**config.mk**
```make
export PLATFORM = sky130hd
export DESIGN_NAME = lcd_bus_reader
export DESIGN_NICKNAME = d
export VERILOG_FILES = /design/src/rtl/lcd_bus_reader.sv
export SDC_FILE = /design/constraint.sdc
export NUM_CORES = 1
export LEC_CHECK = 0
export CORE_MARGIN = 2
export CORE_UTILIZATION = 40
export DETAILED_ROUTE_END_ITERATION = 12
export SLEW_MARGIN = 20
export SYNTH_ARGS = -nofsm -noshare
export SYNTH_HDL_FRONTEND = slang
export SYNTH_SLANG_ARGS = --single-unit
export TNS_END_PERCENT = 20
```
**constraint.sdc**
```tcl
create_clock -name CLK_50 -period 3.41 [get_ports CLK_50]
set_input_delay 0.8525 -clock CLK_50 [delete_from_list [all_inputs] [get_ports CLK_50]]
set_output_delay 0.8525 -clock CLK_50 [all_outputs]
set_load 0.01 [all_outputs]
```
**src/rtl/lcd_bus_reader.sv**
```systemverilog
// Read-side engine for an HD44780 16x2 LCD bus: arbitrates for the bus, runs RS/RW/EN read
// cycles, samples status or DDRAM data, and can poll the busy flag until it clears.
module lcd_bus_reader #(
  parameter int T_AS     = 3,
  parameter int T_PW     = 13,
  parameter int T_LO     = 13,
  parameter int POLL_MAX = 4096
) (
  input  logic       CLK_50,
  input  logic       RST,
  input  logic       rd_req,
  input  logic       rd_rs,
  input  logic       poll,
  output logic       rd_ready,
  output logic       rd_valid,
  output logic [7:0] rd_data,
  output logic       bf,
  output logic [6:0] addr,
  output logic       timeout,
  output logic       bus_req,
  input  logic       bus_gnt,
  input  logic [7:0] LCD_DATA_IN,
  output logic       LCD_RS,
  output logic       LCD_RW,
  output logic       LCD_EN
);

  localparam int TW = 8;
  localparam logic [TW-1:0] AS_LAST = TW'(T_AS - 1);
  localparam logic [TW-1:0] PW_LAST = TW'(T_PW - 1);
  localparam logic [TW-1:0] LO_LAST = TW'(T_LO - 1);
  localparam logic [12:0]   PMAX    = 13'(POLL_MAX);
  localparam logic [12:0]   RD_SAT  = 13'h1FFF;

  typedef enum logic [2:0] {
    IDLE     = 3'd0,
    WAIT_GNT = 3'd1,
    SETUP    = 3'd2,
    EN_HI    = 3'd3,
    EN_LO    = 3'd4,
    DONE     = 3'd5
  } state_t;

  state_t          state_reg;
  logic [TW-1:0]   timer_reg;
  logic [12:0]     reads_reg;
  logic [7:0]      cap_reg;
  logic            rs_reg;
  logic            poll_reg;

  // Outputs are registered: each transition loads the values the next state presents.
  always_ff @(posedge CLK_50) begin
    if (RST) begin
      state_reg <= IDLE;
      timer_reg <= '0;
      reads_reg <= '0;
      cap_reg   <= '0;
      rs_reg    <= 1'b0;
      poll_reg  <= 1'b0;
      rd_ready  <= 1'b1;
      rd_valid  <= 1'b0;
      rd_data   <= '0;
      bf        <= 1'b0;
      addr      <= '0;
      timeout   <= 1'b0;
      bus_req   <= 1'b0;
      LCD_RS    <= 1'b0;
      LCD_RW    <= 1'b0;
      LCD_EN    <= 1'b0;
    end else begin
      rd_valid <= 1'b0;
      case (state_reg)
        IDLE: begin
          if (rd_req) begin
            rs_reg    <= rd_rs;
            poll_reg  <= poll & ~rd_rs;
            reads_reg <= '0;
            rd_ready  <= 1'b0;
            bus_req   <= 1'b1;
            state_reg <= WAIT_GNT;
          end
        end
        WAIT_GNT: begin
          if (bus_gnt) begin
            timer_reg <= '0;
            LCD_RW    <= 1'b1;
            LCD_RS    <= rs_reg;
            state_reg <= SETUP;
          end
        end
        SETUP: begin
          if (timer_reg == AS_LAST) begin
            timer_reg <= '0;
            LCD_EN    <= 1'b1;
            state_reg <= EN_HI;
          end else begin
            timer_reg <= timer_reg + 1'b1;
          end
        end
        EN_HI: begin
          if (timer_reg == PW_LAST) begin
            timer_reg <= '0;
            LCD_EN    <= 1'b0;
            cap_reg   <= LCD_DATA_IN;
            if (reads_reg != RD_SAT) reads_reg <= reads_reg + 1'b1;
            state_reg <= EN_LO;
          end else begin
            timer_reg <= timer_reg + 1'b1;
          end
        end
        EN_LO: begin
          if (timer_reg == LO_LAST) begin
            timer_reg <= '0;
            if (poll_reg && cap_reg[7] && (reads_reg < PMAX)) begin
              state_reg <= SETUP;
            end else begin
              // A poll only reaches here with BF still set once the read budget is spent.
              rd_valid  <= 1'b1;
              rd_data   <= cap_reg;
              bf        <= rs_reg ? 1'b0 : cap_reg[7];
              addr      <= rs_reg ? 7'd0 : cap_reg[6:0];
              timeout   <= poll_reg & cap_reg[7];
              LCD_RW    <= 1'b0;
              LCD_RS    <= 1'b0;
              bus_req   <= 1'b0;
              state_reg <= DONE;
            end
          end else begin
            timer_reg <= timer_reg + 1'b1;
          end
        end
        DONE: begin
          rd_ready  <= 1'b1;
          state_reg <= IDLE;
        end
        default: begin
          state_reg <= IDLE;
          rd_ready  <= 1'b1;
          bus_req   <= 1'b0;
          LCD_EN    <= 1'b0;
          LCD_RW    <= 1'b0;
          LCD_RS    <= 1'b0;
        end
      endcase
    end
  end

endmodule
```
==> reports/summary.txt <==
1st-iter DRT viols -> 157
Core Region -> 6386 µm²
Multi-input combinational cell area -> 1389 µm²
Flops & latches, synth -> 57
CTS Buf Count -> 9
# resized after CTS -> 0
DRT Pass-1 Iters -> 5
Reg-to-Reg End -> reads_reg[2]
# IOs -> 37
Post-synth EDFFs -> 0
Setup crit end kind -> flip-flop
Power, Total -> 1.679 mW
Tot GR Track Use -> 18.28%
Lkg Pwr -> 1.063 nW
Tcrit/Tclk final -> 73.78%
Post-place instance area -> 3058 µm²
WP data required -> 3660 ps
Synth Instances -> 323
Buf/Inv on CP -> 0
Vias in the first global route -> 2192
Psw -> 0.4508 mW
Clock share of power -> 41.9%
Final Hold Vio Count -> 0
CP Class -> reg2reg
Commonest non-fill, non-tap cell in the layout -> dfxtp_1
Initial Util -> 41.65%
Worst reg2reg path depth -> 5
CTS tree -> built
Avg Vias per Cell -> 5.616
RSZ-0062 raised after global routing -> false
Levels on crit path -> 5
CTS Buffer Depth -> 2
Initial antenna violation count -> 0
Status -> complete, no violations
Die width -> 85.55 µm
Crit-path slowest cell -> or4_1
Crit path max fanout -> 12
Clk sinks -> 57
Mapped Avg Cell Area -> 8.235 µm²
Grt total ovfl -> 0
Placer congestion estimate -> 0.8199
DRC Markers -> 0
Die Height -> 85.55 µm
Fill cell count -> 640
Maximum number of pins on one net before global-route repair -> 42
CP startpoint -> reads_reg[1]
Max Fclk -> 0.3975 GHz
Max-cap viol count -> 0
Register area share after synthesis -> 42.90%
Netlist Area Pre-Place -> 2660 µm²
Number of flip-flops in the largest register -> 13
Final wirelength -> 6.359 mm
Critical path's top delay family -> simple AND/OR/NAND/NOR gates
DP HPWL -> 4.234 mm
Total power per unit cell area -> 512.0 nW/µm²
Max VDD drop -> 204.4 µV
First-pass GRT wire length -> 10.61 mm
Hold WC Path Type -> reg2reg
Total setup buffers inserted after CTS -> 0
Slew Viols, Final -> 0
Element type at the critical path start -> flip-flop
Switching share of total power -> 26.86%
Setup Skew -> 8.599 ps
Fraction of power consumed by combinational cells -> 13.7%
Netlist cell types -> 47
Min Clock Period, post-route -> 2516 ps
Worst-path clk slew -> 70 ps
Setup-failing EPs final -> 0
CP Capture Point -> reads_reg[2]
Antenna Cells -> 0
Synth Flop Type -> dfxtp_1
Slew @ Worst Pin -> 842.8 ps
Fin nets -> 371
Worst-Skew Late Latency -> 330 ps
H-tree Lvls -> 3
Final Cell Area -> 3278 µm²
# hold bufs at CTS -> 0
Ratio of cells with drive above 1 in the final layout -> 8.380%
Die area -> 7319 µm²
Antenna viol nets, final -> 0
Ordered list of cells on the worst path -> ha_1 > nand3_1 > or4_1 > a211o_1 > a31oi_1
Most frequent cells in the layout -> dfxtp_1, nand2_1, clkdlybuf4s50_1
Synth Warn # -> 0
Sequential cell area -> 1141 µm²
Synth async-reset ratio -> 0%
Worst reg-to-reg setup slack -> 890 ps
Rel. slew slack -> 43.39%
Synth Net Count -> 341
Row count -> 29
Fin util -> 51.33%
Vias -> 2443
P_int -> 1.228 mW
Seq pwr share -> 44.4%
Area Growth Syn to Fin -> 23.24%
CTS root buf -> clkbuf_8
Worst Hold Slack -> 452.5 ps
Setup TNS -> 0 ps
DR WL/cell -> 14.62 µm
CP peak stage delay -> 840 ps
Reg2reg start -> reads_reg[1]
Arr. time, crit path -> 2770 ps
IO buf count -> 36
-- Yosys cell counts (2+ instances only) --
cell type	n	area share, %
dfxtp_1	57	43
nand2_1	54	7.6
a21oi_1	35	6.6
a31oi_1	18	4.2
nor2_1	16	2.3
clkbuf_1	15	2.1
nand3_1	12	2.3
nand3b_1	12	3.4
nor3_1	11	2.1
inv_1	9	1.3
o21ai_0	8	1.5
buf_2	5	0.94
ha_1	4	1.9
nand2b_1	4	0.94
nand4_1	4	0.94
nor3b_1	4	1.1
nor4_1	4	0.94
xnor2_1	4	1.3
a211oi_1	3	0.85
a21o_1	3	0.85
and3_1	3	0.71
mux2i_1	3	1.1
nor4b_1	3	0.99
o31ai_1	3	0.85
or4_1	3	0.85
a21oi_2	2	0.66
a32oi_1	2	0.66
o21a_1	2	0.56
or2_2	2	0.47
-- stage by stage --
step           setup slack [ps]  instances
2_1_floorplan              1348        323
6_report                  894.0        435
3_5_place_dp              807.5        419
4_1_cts                   871.5        435
3_3_place_gp              842.3        419
5_1_grt                   710.8        435
-- power by group through the flow --
stage	clock network [mW]	registers (mW)	logic (mW)
after floorplan	0	0.722	0.184
after global placement	0	0.758	0.225
after detailed placement	0	0.757	0.229
after CTS	0.720	0.743	0.230
after global routing	0.757	0.751	0.254
final	0.704	0.745	0.230
-- tightest hold or removal path: cells and delay by family, from the launching register on --
| family | cells | cell delay [ps] |
|---|---|---|
| AOI/OAI and AO/OA | 1 | 50 |
| DFF | 1 | 310 |
| and+or+nand+nor | 1 | 50 |
-- cell families (layout without fill, tap and decap cells) --
group,Yosys count,count (layout),share of synthesized area [%]
XOR/XNOR,4,4,1.317
flip-flops,57,57,42.90
AO/OA/AOI/OAI,85,85,20.46
adder cells (fa/ha/maj),4,4,1.882
multiplexers,3,3,1.129
buffers and inverters,31,66,4.891
AND/OR/NAND/NOR,139,139,27.42
-- layout make-up --
class                           instances  area share [%]
Clock buffer                           11           4.313
Clock inverter                          5           2.405
Inverter                                9           1.031
Multi-Input combinational cell        235           42.37
Sequential cell                        57           34.81
Tap cell                               77           2.939
Timing Repair Buffer                   41           12.14
-- worst min path at each step --
stage | start | to | slack [ps] | cells after the start
after detailed placement | LCD_RW | LCD_RW | 450 | 1
after floorplan | reads_reg[10] | reads_reg[10] | 440 | 1
after global placement | timeout | timeout | 440 | 2
after global routing | rd_data[0] | rd_data[0] | 470 | 2
after CTS | timeout | timeout | 460 | 2
final | timeout | timeout | 450 | 2
-- per-layer routing --
metal  track usage (%)  up-vias  routed length [µm]
met4             8.225        0                 123
met2             26.85       71                2906
met3             4.139       12                 289
met5                 0        -                   0
met1             25.63     1136                3040
li1                  -     1224                   -
Note: power is estimated with default switching activity, not from simulation.
